## src/rtl/fcvtsw_pipe_if.sv

```systemverilog
// Handshake and data bundle for the pipelined int-to-binary32 converter.
// The core side drives operands as master; the converter is the slave.
interface fcvtsw_pipe_if #(
   parameter int TAG_W = 5
) ();
   logic             in_valid;
   logic             in_ready;
   logic [31:0]      x;
   logic             is_unsigned;
   logic [2:0]       rm;
   logic [TAG_W-1:0] tag;
   logic             out_valid;
   logic             out_ready;
   logic [31:0]      y;
   logic             nx;
   logic [TAG_W-1:0] out_tag;

   modport master (
      output in_valid, x, is_unsigned, rm, tag, out_ready,
      input  in_ready, out_valid, y, nx, out_tag
   );

   modport slave (
      input  in_valid, x, is_unsigned, rm, tag, out_ready,
      output in_ready, out_valid, y, nx, out_tag
   );
endinterface

```

## src/rtl/fcvtsw_pipe.sv

```systemverilog
// Pipelined 32-bit signed/unsigned integer to IEEE-754 binary32 converter.
// Three combinational steps (abs, normalise, round+pack) are split across
// LATENCY register stages; the last stage is always the output register.
// A single global advance (adv) stalls every stage together, so the pipe
// never reorders, drops or duplicates operations.
module fcvtsw_pipe #(
   parameter int LATENCY = 2,
   parameter int TAG_W   = 5
) (
   input logic           clk,
   input logic           rstn,
   fcvtsw_pipe_if.slave  bus
);

   typedef struct packed {
      logic             s;
      logic [31:0]      m;
      logic [2:0]       rm;
      logic [TAG_W-1:0] tag;
   } abs_t;

   typedef struct packed {
      logic             s;
      logic             zero;
      logic [7:0]       e;
      logic [31:0]      n;
      logic [2:0]       rm;
      logic [TAG_W-1:0] tag;
   } norm_t;

   // Returns 31 - (index of highest set bit); result is unused when v == 0.
   function automatic logic [4:0] lzc32(input logic [31:0] v);
      logic [4:0] c;
      c = 5'd0;
      for (int i = 0; i < 32; i++) begin
         if (v[i]) c = 5'(31 - i);
      end
      return c;
   endfunction

   logic             adv;
   logic             out_valid_q;
   logic [31:0]      y_q;
   logic             nx_q;
   logic [TAG_W-1:0] out_tag_q;

   abs_t  a_d, a_o;
   logic  va_o;
   norm_t b_d, b_o;
   logic  vb_o;

   logic [31:0]      y_d;
   logic             nx_d;

   assign adv           = !out_valid_q || bus.out_ready;
   assign bus.in_ready  = adv;
   assign bus.out_valid = out_valid_q;
   assign bus.y         = y_q;
   assign bus.nx        = nx_q;
   assign bus.out_tag   = out_tag_q;

   // Step 1: sign and magnitude. Negating 0x80000000 wraps back to 2^31,
   // which is exactly the magnitude needed.
   always_comb begin
      a_d.s   = !bus.is_unsigned && bus.x[31];
      a_d.m   = a_d.s ? (~bus.x + 32'd1) : bus.x;
      a_d.rm  = bus.rm;
      a_d.tag = bus.tag;
   end

   generate
      if (LATENCY >= 3) begin : g_reg_abs
         abs_t a_q;
         logic va_q;
         // Register between abs and normalise (3-stage split only).
         always_ff @(posedge clk or negedge rstn) begin
            if (!rstn) begin
               a_q  <= '0;
               va_q <= 1'b0;
            end else if (adv) begin
               a_q  <= a_d;
               va_q <= bus.in_valid;
            end
         end
         assign a_o  = a_q;
         assign va_o = va_q;
      end else begin : g_pass_abs
         assign a_o  = a_d;
         assign va_o = bus.in_valid;
      end
   endgenerate

   // Step 2: normalise so the leading one sits at bit 31.
   always_comb begin
      logic [4:0] lz;
      lz       = lzc32(a_o.m);
      b_d.s    = a_o.s;
      b_d.zero = (a_o.m == 32'd0);
      b_d.e    = 8'd158 - {3'b000, lz};
      b_d.n    = a_o.m << lz;
      b_d.rm   = a_o.rm;
      b_d.tag  = a_o.tag;
   end

   generate
      if (LATENCY >= 2) begin : g_reg_norm
         norm_t b_q;
         logic  vb_q;
         // Register between normalise and round/pack.
         always_ff @(posedge clk or negedge rstn) begin
            if (!rstn) begin
               b_q  <= '0;
               vb_q <= 1'b0;
            end else if (adv) begin
               b_q  <= b_d;
               vb_q <= va_o;
            end
         end
         assign b_o  = b_q;
         assign vb_o = vb_q;
      end else begin : g_pass_norm
         assign b_o  = b_d;
         assign vb_o = va_o;
      end
   endgenerate

   // Step 3: round per rm (reserved codes fall back to RNE) and pack.
   // A carry out of the significand can only come from 0xFFFFFF, so the
   // result is 1.0 x 2^(e+1); e tops out at 159, never reaching infinity.
   always_comb begin
      logic [23:0] sig;
      logic        guard;
      logic        sticky;
      logic        up;
      logic [24:0] sum;
      logic [22:0] mant;
      logic [7:0]  e;
      sig    = b_o.n[31:8];
      guard  = b_o.n[7];
      sticky = |b_o.n[6:0];
      case (b_o.rm)
         3'b001:  up = 1'b0;
         3'b010:  up = b_o.s && (guard || sticky);
         3'b011:  up = !b_o.s && (guard || sticky);
         3'b100:  up = guard;
         default: up = guard && (sticky || sig[0]);
      endcase
      sum = {1'b0, sig} + 25'(up);
      if (sum[24]) begin
         mant = 23'd0;
         e    = b_o.e + 8'd1;
      end else begin
         mant = sum[22:0];
         e    = b_o.e;
      end
      if (b_o.zero) begin
         y_d  = 32'd0;
         nx_d = 1'b0;
      end else begin
         y_d  = {b_o.s, e, mant};
         nx_d = guard || sticky;
      end
   end

   // Output register; data only updates on a real result so idle outputs stay put.
   always_ff @(posedge clk or negedge rstn) begin
      if (!rstn) begin
         out_valid_q <= 1'b0;
         y_q         <= 32'd0;
         nx_q        <= 1'b0;
         out_tag_q   <= '0;
      end else if (adv) begin
         out_valid_q <= vb_o;
         if (vb_o) begin
            y_q       <= y_d;
            nx_q      <= nx_d;
            out_tag_q <= b_o.tag;
         end
      end
   end

endmodule

```

## src/flat_wrapper.sv

```systemverilog
// flat-port wrapper written by rule: the top's interface ports become plain ports
module fcvtsw_pipe_flat 
#(
   parameter int LATENCY = 2,
   parameter int TAG_W   = 5
)
  (clk, rstn, bus_in_valid, bus_x, bus_is_unsigned, bus_rm, bus_tag, bus_out_ready, bus_in_ready, bus_out_valid, bus_y, bus_nx, bus_out_tag);
  fcvtsw_pipe_if #(.TAG_W(TAG_W)) bus_i ();
  input logic clk;
  input logic rstn;
  input wire logic [$bits(bus_i.in_valid)-1:0] bus_in_valid;
  input wire logic [$bits(bus_i.x)-1:0] bus_x;
  input wire logic [$bits(bus_i.is_unsigned)-1:0] bus_is_unsigned;
  input wire logic [$bits(bus_i.rm)-1:0] bus_rm;
  input wire logic [$bits(bus_i.tag)-1:0] bus_tag;
  input wire logic [$bits(bus_i.out_ready)-1:0] bus_out_ready;
  output wire logic [$bits(bus_i.in_ready)-1:0] bus_in_ready;
  output wire logic [$bits(bus_i.out_valid)-1:0] bus_out_valid;
  output wire logic [$bits(bus_i.y)-1:0] bus_y;
  output wire logic [$bits(bus_i.nx)-1:0] bus_nx;
  output wire logic [$bits(bus_i.out_tag)-1:0] bus_out_tag;
  assign bus_i.in_valid = bus_in_valid;
  assign bus_i.x = bus_x;
  assign bus_i.is_unsigned = bus_is_unsigned;
  assign bus_i.rm = bus_rm;
  assign bus_i.tag = bus_tag;
  assign bus_i.out_ready = bus_out_ready;
  assign bus_in_ready = bus_i.in_ready;
  assign bus_out_valid = bus_i.out_valid;
  assign bus_y = bus_i.y;
  assign bus_nx = bus_i.nx;
  assign bus_out_tag = bus_i.out_tag;
  fcvtsw_pipe #(.LATENCY(LATENCY), .TAG_W(TAG_W)) u_core (.clk(clk), .rstn(rstn), .bus(bus_i));
endmodule
```

## config.mk

```make
export PLATFORM = sky130hd
export DESIGN_NAME = fcvtsw_pipe_flat
export DESIGN_NICKNAME = d
export VERILOG_FILES = /design/src/rtl/fcvtsw_pipe_if.sv /design/src/rtl/fcvtsw_pipe.sv /design/src/flat_wrapper.sv
export SDC_FILE = /design/constraint.sdc
export NUM_CORES = 1
export LEC_CHECK = 0
export BUFFER_PORTS_ARGS = -buffer_cell sky130_fd_sc_hd__clkbuf_2
export CORE_ASPECT_RATIO = 1.5
export CORE_MARGIN = 2
export CORE_UTILIZATION = 30
export DETAILED_ROUTE_END_ITERATION = 8
export SETUP_SLACK_MARGIN = 0.1
export SYNTH_ARGS = -nofsm -noshare
export SYNTH_HDL_FRONTEND = slang
export SYNTH_SLANG_ARGS = --single-unit
```

## constraint.sdc

```tcl
create_clock -name clk -period 4.8 [get_ports clk]
set_clock_uncertainty 0.1 [all_clocks]
set_input_delay 0.72 -clock clk [delete_from_list [all_inputs] [get_ports clk]]
set_output_delay 0.72 -clock clk [all_outputs]
set_load 0.02 [all_outputs]
```

After elaboration in Yosys (flattened, before gate mapping). Index checks and enable logic that the tools add are counted.

Flip-flop bits (word level): 90. Logic and storage cells: 72.

$add $sub $neg: 4. Equality and inequality tests: 4. Shifts and indexed selects: 1. Mux-type cells: 38. Bitwise gates (word level): 1. Reduce and logical (&&, ||, !) cells: 13.

Operators with widths (count): 5-bit two-way mux (32); 32-bit two-way mux (2); 32-bit by 1-bit adder with 32-bit output (second input constant) (1); 32-bit logical NOT (1); 32-bit NOT (1); 32-bit by 5-bit << shifter with 32-bit output (1); 24-bit by 1-bit adder with 25-bit output (1); 23-bit two-way mux (1); 8-bit by 1-bit adder with 8-bit output (second input constant) (1); 8-bit two-way mux (1); 8-bit by 5-bit subtractor with 8-bit output (first input constant) (1); 7-bit OR reduction (1); 3-bit by 2-bit equality test with 1-bit output (second input constant) (2); 1-bit logical AND (4); 1-bit one-hot mux with 4 select lines (1); 3-bit by 1-bit equality test with 1-bit output (second input constant) (1); 3-bit equality test (second input constant) (1); 1-bit logical NOT (3); 1-bit logical OR (3); 2-bit AND reduction (1); 1-bit two-way mux (1).

Longest topological paths before layout.
Depth in word-level cells: 36. Depth in mapped cells: 21. Gate-level depth less buffers: 18.

Least setup slack after synthesis. OpenSTA, ideal clock, no wires.

Path kind: input to register. Start point: in bus_x[0]. End point: reg u_core.g_reg_norm.b_q, in the netlist u_core.b_o[33]. Library setup time: 0.124 ns. Arrival: 4.683 ns. Required time: 4.576 ns. Setup slack: -0.106 ns. Stages: 17. Path buffers: 3. Cell sequence: inv_1 -> ha_1 -> or4b_4 -> buf_6 -> or4_4 -> or4_4 -> or3_1 -> o21a_2 -> nor2_1 -> o31ai_4 -> buf_6 -> buf_12 -> mux2i_1 -> mux2_2 -> mux2i_1 -> o221ai_1 -> a211o_1.

Word-level cells in the longest chain between the ends: 36.

RTL lines: start, declared (line flat_wrapper.sv:12) `input wire logic [$bits(bus_i.x)-1:0] bus_x;`; 32-bit NOT (line fcvtsw_pipe.sv:66) `a_d.m = a_d.s ? (~bus.x + 32'd1) : bus.x;`; 32-bit by 1-bit adder with 32-bit output (line fcvtsw_pipe.sv:66); 32-bit two-way mux (*) (line fcvtsw_pipe.sv:66); 5-bit two-way mux (32 in series) (line fcvtsw_pipe.sv:36) `if (v[i]) c = 5'(31 - i);`; 32-bit by 5-bit << shifter with 32-bit output (*) (line fcvtsw_pipe.sv:100) `b_d.n = a_o.m << lz;`; end signal, assigned (line fcvtsw_pipe.sv:112) `b_q <= '0;`; end signal, assigned (line fcvtsw_pipe.sv:115) `b_q <= b_d;`; end, declared (line fcvtsw_pipe.sv:107) `norm_t b_q;`.

Every way passes the cells marked *; elsewhere a longest branch is shown, timed or not. A chain may end at the register's enable or synchronous reset.

Worst setup path after layout.
Start point: in bus_x[5]. End point: reg u_core.g_reg_norm.b_q, in the netlist u_core.b_o[36].

Word-level cells in the longest chain between the ends: 31.

RTL lines (line): 32-bit NOT (fcvtsw_pipe.sv:66); 32-bit by 1-bit adder with 32-bit output (fcvtsw_pipe.sv:66); 32-bit two-way mux (*) (fcvtsw_pipe.sv:66); 5-bit two-way mux (27 in series) (fcvtsw_pipe.sv:36); 32-bit by 5-bit << shifter with 32-bit output (*) (fcvtsw_pipe.sv:100).

Marks and branches as above.

==> summary.md <==
| Metric | Value |
|---|---|
| Outcome | finished clean |
| Worst-path maximum fanout | 12 |
| Netlist Area Pre-Place | 0.007930 mm^2 |
| Top FF cell, synth | dfrtp_1 |
| Die area | 0.02778 mm^2 |
| Ys async rst share | 1.000 |
| Largest area contributor in the netlist | dfrtp_1 |
| Maximum ir drop on the vdd rail | 0.1903 mV |
| TNS Setup | 0 ps |
| Antenna fix cells | 0 |
| Vias in the first global route | 8,635 |
| Synthesized flop and latch total | 90 |
| DRT iter0 DRCs | 507 |
| Sink Count | 90 |
| Site Rows | 72 |
| Avg Cell Area, Syn | 7.930 um^2 |
| Pins Over Slew Limit | 0 |
| Startpoint Class | primary input |
| Area delta synth->final | 33.70% |
| Final period util | 0.9631 |
| CTS root buf | clkbuf_16 |
| Hold crit path type | in2async |
| Via count | 8,754 |
| Tot GR Track Use | 0.2085 |
| Largest net degree at the start of global routing | 50 |
| Crit Reg-Reg Startpoint | u_core.b_o[49] |
| Nets | 1,281 |
| PortBufs | 84 |
| Total I/O pin count | 85 |
| Antenna violations before repair | 0 |
| Ys Warns | 0 |
| Max Fclk | 216.3 MHz |
| Vias per cell | 5.583 |
| Core Area | 0.02585 mm^2 |
| Critical Path Sink Type | flip-flop |
| Max cap viols | 0 |
| Grt ovf | 0 |
| DRC | 0 |
| HPWL Detailed | 23.48 mm |
| Final Hold Viols | 0 |
| Synth Instances | ~1,000 |
| Placed Cells | 1,543 |
| Total CTS buffers | 9 |
| Post-layout instance area | 0.01060 mm^2 |
| Worst slack at placement | -340.0 ps |
| R2R Setup Slk | 960 ps |
| Placed Area | 0.01003 mm^2 |
| Synth top area cells | dfrtp_1 (28%), nand2_1 (7.1%), mux2i_1 (6.1%) |
| Final worst slack | ~180 ps |
| TritonRoute pass-1 iters | 5 |
| CP startpoint | bus_x[5] |
| Synth top area share | 0.2840 |
| Post-synth EDFFs | 0 |
| Required @ worst endpoint | 4980 ps |
| Worst skew pair latency | 340 ps |
| Worst Max-Slew Pin Slew | 649.2 ps |
| DR WL/cell | 18.66 um |
| Final WL | 29.26 mm |
| Die Width | 136.8 um |
| Clock transition at path regs | about 70 ps |
| Min Tclk post-route | around 4600 ps |
| Final Util | 0.4101 |
| Worst EP arrival | approximately 4800 ps |
| Final std cells w/o fill | 1,568 |
| Clock Tree Buf Depth | 2 |
| Global-route wire length before repair | roughly 46 mm |
| Sequential share of the synthesized area | 0.2840 |
| Max-Slew Margin vs Limit | 0.5548 |
| H-tree depth | 3 |
| Post-synthesis net count | 1,051 |
| Die height | roughly 200 um |
| Synth unique cells | 88 |
| Share of post-route cells with drive strength above 1 | 0.3174 |
| PwrDens | 301.8 mW/mm^2 |
| Post-CTS Hold Fix Bufs | 0 |
| Leakage | 4.582 nW |
| RSZ-0062 raised after global routing | true |
| Final ANT Viol Nets | 0 |
| TritonCTS clock tree | done |
| Setup violators final | 0 |
| Starting Density | 0.3067 |
| Final GP Congestion | just under 1 |
| WS Path Type | in2reg |
==> area by class of cell <==
class,instances,area (um^2)
fillers,2635,15250
multi-input cells,827,5469
flip-flops and latches,90,2252
repair buffers,294,2110
well taps,333,416.7
clock buffers,10,229.0
clock inverters,6,88.84
inverters,8,37.54
==> synth_stat cells, types with 18 or more instances <==
master,instances
nor2_1,71
o211ai_1,23
clkbuf_1,40
nand3_1,51
nand4_1,25
xnor2_1,32
a21oi_1,35
nor3_1,18
o21ai_0,93
xor2_1,33
nand2_1,150
dfrtp_1,90
mux2i_1,48
==> logic make-up (layout without fill, tap and decap cells) <==
logic type / count (synthesis) / count (layout) / share of synthesized area
flops: 90 / 90 / 0.2840
xor+xnor: 65 / 65 / 0.07179
buf+inv: 83 / 318 / 0.05191
fa+ha+maj: 6 / 6 / 0.009466
mux: 65 / 65 / 0.08473
simple gates: 411 / 411 / 0.2564
compound gates: 280 / 280 / 0.2417
==> critical path: stages <==
cell      delay (ps)
clkbuf_2          90
or4_4            560
buf_4            170
nor4_4           350
buf_6            200
a31oi_1          110
xnor2_1          270
nand3_1          100
or4_1            510
o211a_1          240
nand2b_1         210
inv_2            280
mux2i_1          620
buf_4            210
a21oi_1           50
nand4_1           90
==> path summary, 6_finish.rpt <==
kind	to	cells after the start
worst max-delay path	u_core.b_o[36]	16
worst min-delay path	u_core.b_o[4]	1
worst max register to register	u_core.bus.y[30]	17
worst min register to register	u_core.b_o[3]	2
max in group asynchronous	u_core.bus.y[7]	2
min in group clk	u_core.b_o[3]	2
==> registers in the layout (all words and copies together), names as in the netlist <==
signal	flops
u_core.b_o	50
u_core.bus.y	32
u_core.bus.out_tag	5
u_core.bus.nx	1
u_core.bus.out_valid	1
u_core.g_reg_norm.vb_q	1
==> per-stage QoR <==
step                hold WS, ps  total power, mW
global placement          347.0            2.406
CTS                       303.1            3.186
global route              323.9            3.398
floorplan                 324.4            1.851
finish                    282.9            3.200
detailed placement        352.7            2.422
==> where the power goes <==
part / total (mW) / switching [mW] / internal, mW
combinational: 1.34 / 0.776 / 0.567
clock: 0.758 / 0.301 / 0.457
sequential: 1.10 / 0.150 / 0.949
==> layer usage <==
metal,global-route usage,part of all wire,up-vias
met2,0.3850,0.52,326
met5,0,0,-
met4,0.1109,0.055,0
met3,0.01723,0.039,99
met1,0.2323,0.38,4152
li1,-,-,4177
==> timing repair <==
action / 4_1_cts / 5_1_grt
endpoints found under the setup margin: 7 / 31
gates cloned: 0 / 2
setup buffers: 0 / 7
gates resized for setup: 2 / 38
pin swaps: 0 / 8
==> layout by cell type (no fill, tap or decap), drive strengths merged, types with 4 or more instances in the layout <==
master,n
ha,6
o41ai,4
or3,11
a22oi,9
o2111ai,5
xor2,33
nor3,20
xnor2,32
dfrtp,90
mux2,17
a22o,6
o31ai,11
nand3,51
a2bb2oi,4
o211ai,23
or4,6
a31oi,15
nor4,15
nor2,72
or2,11
clkbuf,94
o221ai,7
inv,9
o21a,7
nand2b,9
a221oi,5
mux2i,48
a21oi,35
nand4,25
nor2b,4
a211oi,4
and3,17
o21ai,99
and2,8
buf,210
nand2,151
(Power assumes the default switching activity.)
